### src/rtl/time_code_generator.sv
// time_code_generator: hour:minute clock advanced by a tick prescaler, with a checked time-set command
// and a registered lighting-period code decoded from the current hour.
module time_code_generator #(
  parameter int TICKS_PER_MIN = 60
) (
  input  logic       clk,
  input  logic       rst,
  input  logic       tick_en,
  input  logic       set_valid,
  input  logic [4:0] set_hour,
  input  logic [5:0] set_min,
  output logic [4:0] hour,
  output logic [5:0] minute,
  output logic [3:0] tcode,
  output logic       tcode_changed,
  output logic       set_err
);
  localparam int PW = $clog2(TICKS_PER_MIN);
  logic [PW-1:0] presc;
  logic          set_ok;
  logic          min_step;
  logic          hour_step;
  logic [3:0]    period;
  always_comb begin
    set_ok    = set_valid && set_hour <= 5'd23 && set_min <= 6'd59;
    min_step  = tick_en && presc == PW'(TICKS_PER_MIN - 1);
    hour_step = min_step && minute == 6'd59;
    period    = (hour >= 5'd10 && hour <= 5'd15)                        ? 4'b0000 :
                ((hour >= 5'd7 && hour <= 5'd9) || hour == 5'd16 || hour == 5'd17) ? 4'b1000 :
                (hour == 5'd6 || hour == 5'd18)                         ? 4'b0100 :
                (hour >= 5'd19 && hour <= 5'd21)                        ? 4'b0010 :
                                                                          4'b0001;
  end
  // tcode lags hour by one cycle; reset value matches the decode of hour 0 so no pulse follows reset
  always_ff @(posedge clk) begin
    if (rst) begin
      presc         <= '0;
      hour          <= '0;
      minute        <= '0;
      tcode         <= 4'b0001;
      tcode_changed <= 1'b0;
      set_err       <= 1'b0;
    end else begin
      set_err       <= set_valid && !set_ok;
      tcode         <= period;
      tcode_changed <= period != tcode;
      if (set_ok) begin
        hour   <= set_hour;
        minute <= set_min;
        presc  <= '0;
      end else if (tick_en) begin
        presc <= min_step ? '0 : presc + 1'b1;
        if (min_step) minute <= hour_step ? 6'd0 : minute + 6'd1;
        if (hour_step) hour <= hour == 5'd23 ? 5'd0 : hour + 5'd1;
      end
    end
  end
endmodule

### config.mk
export PLATFORM = sky130hd
export DESIGN_NAME = time_code_generator
export DESIGN_NICKNAME = d
export VERILOG_FILES = /design/src/rtl/time_code_generator.sv
export SDC_FILE = /design/constraint.sdc
export NUM_CORES = 1
export LEC_CHECK = 0
export BUFFER_PORTS_ARGS = -buffer_cell sky130_fd_sc_hd__buf_2
export CAP_MARGIN = 25
export CORE_MARGIN = 4
export CORE_UTILIZATION = 35
export DETAILED_ROUTE_END_ITERATION = 10
export HOLD_SLACK_MARGIN = 0.1
export PLACE_DENSITY = 0.65
export SYNTH_ARGS = -nofsm -noshare
export SYNTH_HDL_FRONTEND = slang
export SYNTH_SLANG_ARGS = --single-unit
### constraint.sdc
create_clock -name clk -period 3.24 [get_ports clk]
set_input_delay 0.486 -clock clk [delete_from_list [all_inputs] [get_ports clk]]
set_output_delay 0.486 -clock clk [all_outputs]
set_load 0.1 [all_outputs]
==> results of run 1 <==
==> synthesized netlist by cell type, drive strengths merged, types with 3 or more instances <==
library cell,count,area share (%)
nor2,26,7.2
dfxtp,23,33
nand2,15,4.1
nor3,13,5.5
a211oi,7,4.5
ha,7,6.3
a21oi,6,2.2
buf,6,2.5
inv,6,1.6
mux2i,5,3.6
nand3,5,1.8
clkbuf,4,1.1
nand4,4,1.8
nor3b,4,2.2
xor2,4,2.5
and3,3,1.7
nand3b,3,1.6
o21ai,3,1.1
o21bai,3,1.6
o22ai,3,1.4
==> logic make-up after synthesis <==
| kind of cell | after synthesis | share of synthesized area (%) |
|---|---|---|
| AOI/OAI and AO/OA | 32 | 16.6 |
| xor gates and xnor gates | 6 | 3.80 |
| adders and majority gates | 7 | 6.33 |
| buffers and inverters | 16 | 5.24 |
| DFF | 23 | 33.3 |
| muxes | 5 | 3.62 |
| and+or+nand+nor | 83 | 31.1 |
==> power by group through the flow <==
stage | clock network (mW) | logic, mW | registers [mW]
global route | 0.201 | 0.270 | 0.331
floorplan | 0 | 0.0892 | 0.453
finish | 0.183 | 0.252 | 0.327
detailed placement | 0 | 0.253 | 0.333
global placement | 0 | 0.252 | 0.334
CTS | 0.191 | 0.253 | 0.327
==> registers in the layout, summed over array words and instances (netlist names) <==
register and cells:
hour 5, minute 6, presc 6, tcode_changed 1, set_err 1, tcode 4
==> metrics by stage <==
stage	power (mW)	util (%)	cells	instance area [um2]	hold slack, ns
3_3_place_gp	0.585	41.6	242	1560	0.499
3_5_place_dp	0.586	41.6	242	1560	0.509
2_1_floorplan	0.542	-	172	1380	0.479
6_report	0.761	42.8	246	1600	0.496
4_1_cts	0.771	42.8	246	1600	0.489
5_1_grt	0.803	42.8	246	1600	0.483
==> routing by layer <==
layer  vias up  GRT usage, %  share of wire, %
li1        673             -                 -
met1       566          16.4                49
met2        24          19.5                45
met3         2          3.27               4.8
met4         0          1.88              0.65
met5         -             0                 0
==> worst paths after layout <==
path,startpoint,endpoint,slack (ns),cells past startpoint
setup reg to reg,hour[0],tcode_changed,1.19,7
hold reg to reg,presc[4],presc[4],0.53,2
hold / removal,set_valid,set_err,0.50,2
setup / recovery,hour[0],tcode_changed,1.19,7
==> cell type report <==
cell class	instances	area, um2	area share, %
Clock buffer	4	45.0	2.81
Inverter	6	22.5	1.41
Multi-Input combinational cell	133	851	53.1
Sequential cell	23	460	28.7
Tap cell	48	60.1	3.75
Timing Repair Buffer	32	163	10.2
==> cells in the final DEF, fill, tap and decap left out, types with 4 or more instances in the layout <==
cell type,count
a21oi_1,6
nand4_1,4
nand3_1,5
xor2_1,4
nor3b_1,4
inv_1,4
dfxtp_1,23
nor3_1,12
a211oi_1,5
ha_1,7
mux2i_1,5
nand2_1,15
nor2_1,25
buf_2,31
==> qor.yml, run 1 <==
floorplanning:
  dieWidth_um: 70.9
  fp.dieArea_um2: 5020
  placementRows: 22
  die_h_um: 70.9
  initial_core_util_pct: 37.0
  io_pins: 32
  core_um2: 3740
synthesis:
  ys_types: 44
  synth.avg_cell_area_um2: 8.05
  ys_async_sr_fraction_pct: 0
  synthFlopType: "dfxtp_1"
  syn_inst: 172
  yosysWarningCount: 0
  synth_area_um2: 1380
  synthesis.nets: 194
  synth_edf_count: 0
  ys_ff_latch: 23
  ys_seq_area_share_pct: 33.3
finish:
  nets: 221
  synthToLayoutAreaGrowth_pct: 15.7
  drive_gt1_share_pct: 21.2
  fillers: 400
  n_antenna_cell: 0
pwr:
  p_int_mw: 0.449
  power_leakage_nw: 0.682
  switching_share_pct: 41.0
  seqPwrFrac_pct: 42.9
  clockPowerShare_pct: 24.0
  ir_worst_vdd_mv: 0.209
  switchingPower_mw: 0.313
  combPwrFrac_pct: 33.1
  power_per_cell_area_nw_per_um2: 475
global_route:
  grt_pass1_vias: 1123
  groute.usage.overall_pct: 12.0
  grt-ovfl-total: 0
  grt_max_degree: 22
  grt_pass1_wl_mm: 5.03
  antenna_found_initial: 0
cts:
  cts-root-buf: "clkbuf_8"
  numCtsBuffers: 3
  cts_buffer_depth: 2
  path_clk_slew_ns: 0.09
  cts_tree: "yes"
  ctsResizeCount: 0
  hold_buffers: 0
  cts_setup_buffers: 0
  htreeDepth: 1
  clkSinkCount: 23
  clk_latency_ns: 0.26
sta:
  rsz0062_at_grt: "no"
  clock_skew_ns: 0.00530
  slew-limit-headroom_pct: 58.5
  setup_slack_ns: 1.19
  hold_viol: 0
  drv_slew: 0
  period_share_pct: 63.3
  period_minus_slack_ns: 2.05
  finalSetupViolCount: 0
  tightest_slew_ns: 0.621
  fmax_mhz: 487
  setup_tns_ns: 0
routing:
  first_pass_iters: 4
  wl_per_cell_um: 11.9
  drt-vias-per-instance: 5.14
  drt-total-wl_mm: 2.93
  drtAntennaViolNets: 0
  vias: 1265
  drt_iter0_markers: 70
  drcViolationCount: 0
placed_design:
  dp_slack_ns: 1.17
  gp_congestion: 0.855
  post-dp-hpwl_mm: 2.15
  port_buffers: 31
critical_path:
  crit_buf_inv: 1
  worstPathArrival_ns: 2.25
  critPathMaxStageDelay_ns: 0.54
  path_cells: "inv_1, ha_1, o31a_1, o22ai_1, nand3b_1, a21o_1, o22ai_1"
  cp-start-kind: "flip-flop"
  crit_path_frequent_cell: "o22ai_1"
  critical_path_class: "flip-flop to flip-flop"
  crit_fanout: 11
  cp-end-kind: "flip-flop"
  crit_family: "compound AO/OA/AOI/OAI gates"
  cp.required_ns: 3.44
  crit_slowest_cell: "dfxtp_1"
run_status:
  outcome: "complete, no violations"
min_path:
  hold_path.class: "input port to flip-flop"
flow_run:
  maxCapViolCount: 0
Note: power is estimated with default switching activity, not from simulation.
==> inputs of run 2 (changes only) <==
PLACE_DENSITY = 0.67   (was 0.65)
clock period = 1.7 ns   (was 3.24 ns; I/O delays follow)
==> qor.yml, run 2 (synthesis results as in run 1) <==
run_status:
  outcome: "finished, violations left"
  violations: "setup timing"
floorplanning:
  placementRows: 22  # unchanged
  fp.dieArea_um2: 5020  # unchanged
  dieWidth_um: 70.9  # unchanged
  die_h_um: 70.9  # unchanged
  io_pins: 32  # unchanged
  core_um2: 3740  # unchanged
  initial_core_util_pct: 37.0  # unchanged
cts:
  hold_buffers: 0  # unchanged
  numCtsBuffers: 3  # unchanged
  clkSinkCount: 23  # unchanged
  cts-root-buf: "clkbuf_8"
  cts_tree: "yes"
  htreeDepth: 1  # unchanged
  cts_buffer_depth: 2  # unchanged
  clk_latency_ns: 0.27  # about the same
  path_clk_slew_ns: 0.09  # about the same
finish:
  fillers: 362  # -9.5%
  synthToLayoutAreaGrowth_pct: 47.6
  n_antenna_cell: 0  # unchanged
  final_cells: 277  # +13%
  mostFrequentLayoutCells: "buf_2, buf_4, nor2_1"
  nets: 252  # +14%
  reg_top3: "minute: 6 flops, presc: 6 flops, hour: 5 flops"
  drive_gt1_share_pct: 49.3  # +28 points
global_route:
  groute.usage.overall_pct: 13.8  # +1.8 points
  grt_max_degree: 22  # unchanged
  grt-ovfl-total: 0  # unchanged
  grt_pass1_wl_mm: 5.71  # +13%
  grt_pass1_vias: 1217  # +8.4%
  antenna_found_initial: 0  # unchanged
routing:
  drcViolationCount: 0  # unchanged
  drt_iter0_markers: 65  # -7.1%
  first_pass_iters: 4  # unchanged
  wl_per_cell_um: 13.4  # +12%
  vias: 1436  # +14%
  drt-total-wl_mm: 3.70  # +26%
  drtAntennaViolNets: 0  # unchanged
  drt-vias-per-instance: 5.18  # +0.81%
min_path:
  hp-start: "set_min[1]"
  hold_path.class: "input port to flip-flop"
  hold_depth: 3  # +1
  hold_end: "minute[1]"
pwr:
  ir_worst_vdd_mv: 0.369  # +77%
  finalPower_mw: 1.57  # +110%
  power_per_cell_area_nw_per_um2: 767  # +61%
  power_leakage_nw: 0.857  # +26%
sta:
  clock_skew_ns: 0.00525  # -0.0000491 ns
  hold_ws_ns: 0.245  # -0.251 ns
  period_minus_slack_ns: 1.79  # -0.266 ns
  finalSetupViolCount: 7  # +7
  period_share_pct: 105  # +42 points
  rsz0062_at_grt: "yes"
  slew-limit-headroom_pct: 67.1  # +8.6 points
  fmax_mhz: 560  # +15%
  hold_viol: 0  # unchanged
  drv_slew: 0  # unchanged
  setup_slack_ns: -0.0855  # -1.27 ns
  tightest_slew_ns: 0.498  # -0.124 ns
  setup_tns_ns: -0.336  # -0.336 ns
placed_design:
  gp_congestion: 0.834  # -2.4%
  post-dp-hpwl_mm: 2.53  # +18%
  port_buffers: 31  # unchanged
  place_inst: 262  # +8.3%
critical_path:
  worstPathArrival_ns: 1.92  # -0.33 ns
  critical_path_class: "flip-flop to flip-flop"
  cp-end-kind: "flip-flop"
  cp.required_ns: 1.84  # -1.60 ns
  reg2reg_depth: 8  # +1
  cp-start-kind: "flip-flop"
  reg2reg_to: "minute[4]"
  crit_fanout: 4  # -7
  ff2ff_setup_slack_ns: -0.09  # -1.27 ns
  r2r-start: "presc[1]"
flow_run:
  maxCapViolCount: 0  # unchanged
==> run 2: cell count changes in the layout (fill, tap and decap cells not counted), sizes merged <==
| cell | before | now |
|---|---|---|
| or4 | 1 | 2 |
| buf | 32 | 62 |
==> run 2: stage by stage <==
| step | setup WS, ns | area [um2] | util (%) |
|---|---|---|---|
| global route | -0.164 | 2040 | 54.6 |
| floorplan | -0.257 | 1500 | - |
| CTS | -0.0744 | 1890 | 50.6 |
| finish | -0.0855 | 2040 | 54.6 |
| detailed placement | -0.0652 | 1790 | 47.9 |
| global placement | -0.0512 | 1790 | 47.9 |
==> run 2: power breakdown <==
part | switching, mW | internal, mW
sequential | 0.0545 | 0.576
clock | 0.179 | 0.167
combinational | 0.405 | 0.185
==> run 2: what timing repair did <==
item                                    4_1_cts  5_1_grt
resized for setup                             5       22
buffers inserted                              3        7
pin swaps                                     7       21
hold endpoints to repair                      0        0
endpoints found under the setup margin       13       18
cloned                                        1        0
==> run 2: final cells by class <==
class | count | area (um2) | share of cell area (%)
Tap cell | 48 | 60.1 | 2.94
Timing Repair Buffer | 62 | 388 | 19.0
Sequential cell | 23 | 497 | 24.3
Clock buffer | 4 | 45.0 | 2.20
Multi-Input combinational cell | 134 | 1020 | 50.1
Inverter | 6 | 30.0 | 1.47
==> run 2: worst max-delay path, cell delays in order (launching register included) <==
cell	delay [ns]
dfxtp_2	0.36
ha_4	0.13
nand4b_1	0.15
buf_4	0.18
or4_4	0.53
nand2_2	0.09
mux2i_1	0.06
nor2_1	0.10
nor3_1	0.05
==> run 2: how the worst max path moves through the flow <==
stage / slack, ns / end / cells after the start / start
2_1_floorplan: -0.26 / tcode_changed / 9 / hour[1]
3_3_place_gp: -0.05 / tcode_changed / 7 / hour[0]
3_5_place_dp: -0.07 / minute[5] / 7 / presc[1]
4_1_cts: -0.07 / minute[4] / 8 / presc[1]
5_1_grt: -0.16 / hour[3] / 7 / presc[1]
6_report: -0.09 / minute[4] / 8 / presc[1]
==> run 2: per-layer routing <==
| metal | part of all wire (%) | routed length [um] | vias to the layer above | GRT usage, % |
|---|---|---|---|---|
| met1 | 46 | 1690 | 667 | 19.1 |
| met5 | 0 | 0 | - | 0 |
| met4 | 0.49 | 18 | 0 | 4.80 |
| met3 | 4.0 | 149 | 2 | 2.27 |
| li1 | - | - | 730 | - |
| met2 | 50 | 1840 | 37 | 21.8 |
==> inputs of run 3 (changes only) <==
SLEW_MARGIN = 30   (was unset)
TNS_END_PERCENT = 10   (was unset)
==> qor.yml, run 3 (synthesis results as in run 1) <==
finish:
  final_common_cell: "buf_2"
  reg_top3: "minute: 6 flops, presc: 6 flops, hour: 5 flops"
  synthToLayoutAreaGrowth_pct: 40.7
  fin_util_pct: 52.0  # -2.6 points
  n_antenna_cell: 0  # unchanged
  drive_gt1_share_pct: 44.2  # -5.1 points
  nets: 249  # -1.2%
  final_cell_area_um2: 1950  # -4.7%
  fillers: 386  # +6.6%
  mostFrequentLayoutCells: "buf_2, buf_4, nor2_1"
routing:
  wl_per_cell_um: 12.4  # -6.9%
  drt_iter0_markers: 28  # -57%
  drcViolationCount: 0  # unchanged
  drtAntennaViolNets: 0  # unchanged
  first_pass_iters: 4  # unchanged
  drt-vias-per-instance: 5.04  # -2.8%
  vias: 1380  # -3.9%
  top_layer_used: "met4"
  m1WireLength_mm: 1.65  # -2.3%
  drt-total-wl_mm: 3.41  # -7.9%
  dr_wl_met3_um: 160  # +7.4%
  wl_met2_mm: 1.54  # -16%
placed_design:
  post-dp-hpwl_mm: 2.53  # about the same
  port_buffers: 31  # unchanged
  placed_area_um2: 1820  # +1.2%
  gp_congestion: 0.821  # -1.6%
floorplanning:
  core_um2: 3740  # unchanged
  fp.dieArea_um2: 5020  # unchanged
  dieWidth_um: 70.9  # unchanged
  io_pins: 32  # unchanged
  placementRows: 22  # unchanged
  initial_core_util_pct: 37.0  # unchanged
  die_h_um: 70.9  # unchanged
run_status:
  outcome: "finished, violations left"
  violations: "setup timing"
critical_path:
  cp-end-kind: "flip-flop"
  ff2ff_setup_slack_ns: -0.02  # +0.06 ns
  reg2reg_to: "tcode_changed"
  r2r-start: "hour[1]"
  cp.required_ns: 1.86  # +0.02 ns
  crit_fanout: 5  # +1
  reg2reg_depth: 8  # unchanged
  cp-start-kind: "flip-flop"
  critical_path_class: "flip-flop to flip-flop"
  worstPathArrival_ns: 1.88  # -0.04 ns
sta:
  hold_viol: 0  # unchanged
  setup_tns_ns: -0.0632  # +0.273 ns
  clock_skew_ns: 0.00151  # -0.00374 ns
  period_minus_slack_ns: 1.72  # -0.0645 ns
  slew-limit-headroom_pct: 67.2  # +0.11 points
  drv_slew: 0  # unchanged
  finalSetupViolCount: 6  # -1
  setup_slack_ns: -0.0210  # +0.0645 ns
  fmax_mhz: 581  # +3.7%
  tightest_slew_ns: 0.496  # -0.00169 ns
  period_share_pct: 101  # -3.8 points
  rsz0062_at_grt: "yes"
global_route:
  grt-ovfl-total: 0  # unchanged
  grt_pass1_wl_mm: 5.74  # +0.60%
  antenna_found_initial: 0  # unchanged
  grt_max_degree: 22  # unchanged
  grt_pass1_vias: 1257  # +3.3%
  groute.usage.overall_pct: 14.0  # +0.14 points
cts:
  cts_buffer_depth: 2  # unchanged
  cts_tree: "yes"
  clk_latency_ns: 0.27  # about the same
  numCtsBuffers: 3  # unchanged
  clkSinkCount: 23  # unchanged
  htreeDepth: 1  # unchanged
  path_clk_slew_ns: 0.08  # about the same
  cts-root-buf: "clkbuf_8"
min_path:
  hold_path.class: "input port to flip-flop"
  hold_end: "hour[0]"
  hp-start: "set_hour[0]"
  hold_depth: 3  # unchanged
pwr:
  power_leakage_nw: 0.829  # -3.3%
  ir_worst_vdd_mv: 0.353  # -4.5%
  power_per_cell_area_nw_per_um2: 797  # +3.9%
flow_run:
  maxCapViolCount: 0  # unchanged
[run 3: cell types whose count changed in the layout (fill, tap and decap cells not counted), sizes merged]
| cell | delta |
|---|---|
| or4 | -1 |
| buf | -2 |
[run 3: per-layer routing]
layer,vias to the layer above,GRT usage [%]
li1,721,-
met1,629,18.9
met2,25,21.9
met3,5,2.84
met4,0,5.01
met5,-,0
[run 3: power by group]
group	internal [mW]	switching (mW)
Sequential	0.577	0.0443
Combinational	0.178	0.398
Clock	0.168	0.186
Total	0.922	0.629
[run 3: critical path, stage by stage (launching register included)]
cell,delay [ns]
dfxtp_4,0.38
inv_2,0.05
ha_4,0.15
o21bai_4,0.17
mux2i_2,0.19
nor2_2,0.07
or3b_4,0.39
a21oi_2,0.13
o22ai_1,0.08
[run 3: per-stage QoR]
step	power (mW)	hold slack, ns	setup WS [ns]	instances
after floorplan	1.05	0.418	-0.257	172
after global placement	1.18	0.500	-0.0622	269
after detailed placement	1.18	0.506	-0.0931	269
after CTS	1.54	0.248	-0.0300	274
after global routing	1.63	0.265	-0.138	274
final	1.55	0.253	-0.0210	274
[run 3: worst max path at each step]
stage | startpoint | to | slack, ns | depth (start not counted)
floorplan | hour[1] | tcode_changed | -0.26 | 9
global placement | presc[0] | minute[1] | -0.06 | 6
detailed placement | presc[0] | minute[1] | -0.09 | 6
CTS | presc[1] | minute[3] | -0.03 | 8
global route | hour[1] | tcode_changed | -0.14 | 8
finish | hour[1] | tcode_changed | -0.02 | 8
[run 3: area by class of cell]
type | count | area, um2 | share of cell area, %
Clock buffer | 4 | 45.0 | 2.31
Inverter | 6 | 22.5 | 1.16
Multi-Input combinational cell | 133 | 948 | 48.7
Sequential cell | 23 | 494 | 25.4
Tap cell | 48 | 60.1 | 3.08
Timing Repair Buffer | 60 | 377 | 19.3
[run 3: timing repair]
action                                  in CTS  in global routing
cloned                                       0                  0
gates resized for setup                      8                 10
endpoints found under the setup margin      12                 18
buffers inserted                             1                  0
pin swaps                                   15                 14
hold buffers                                 0                  0
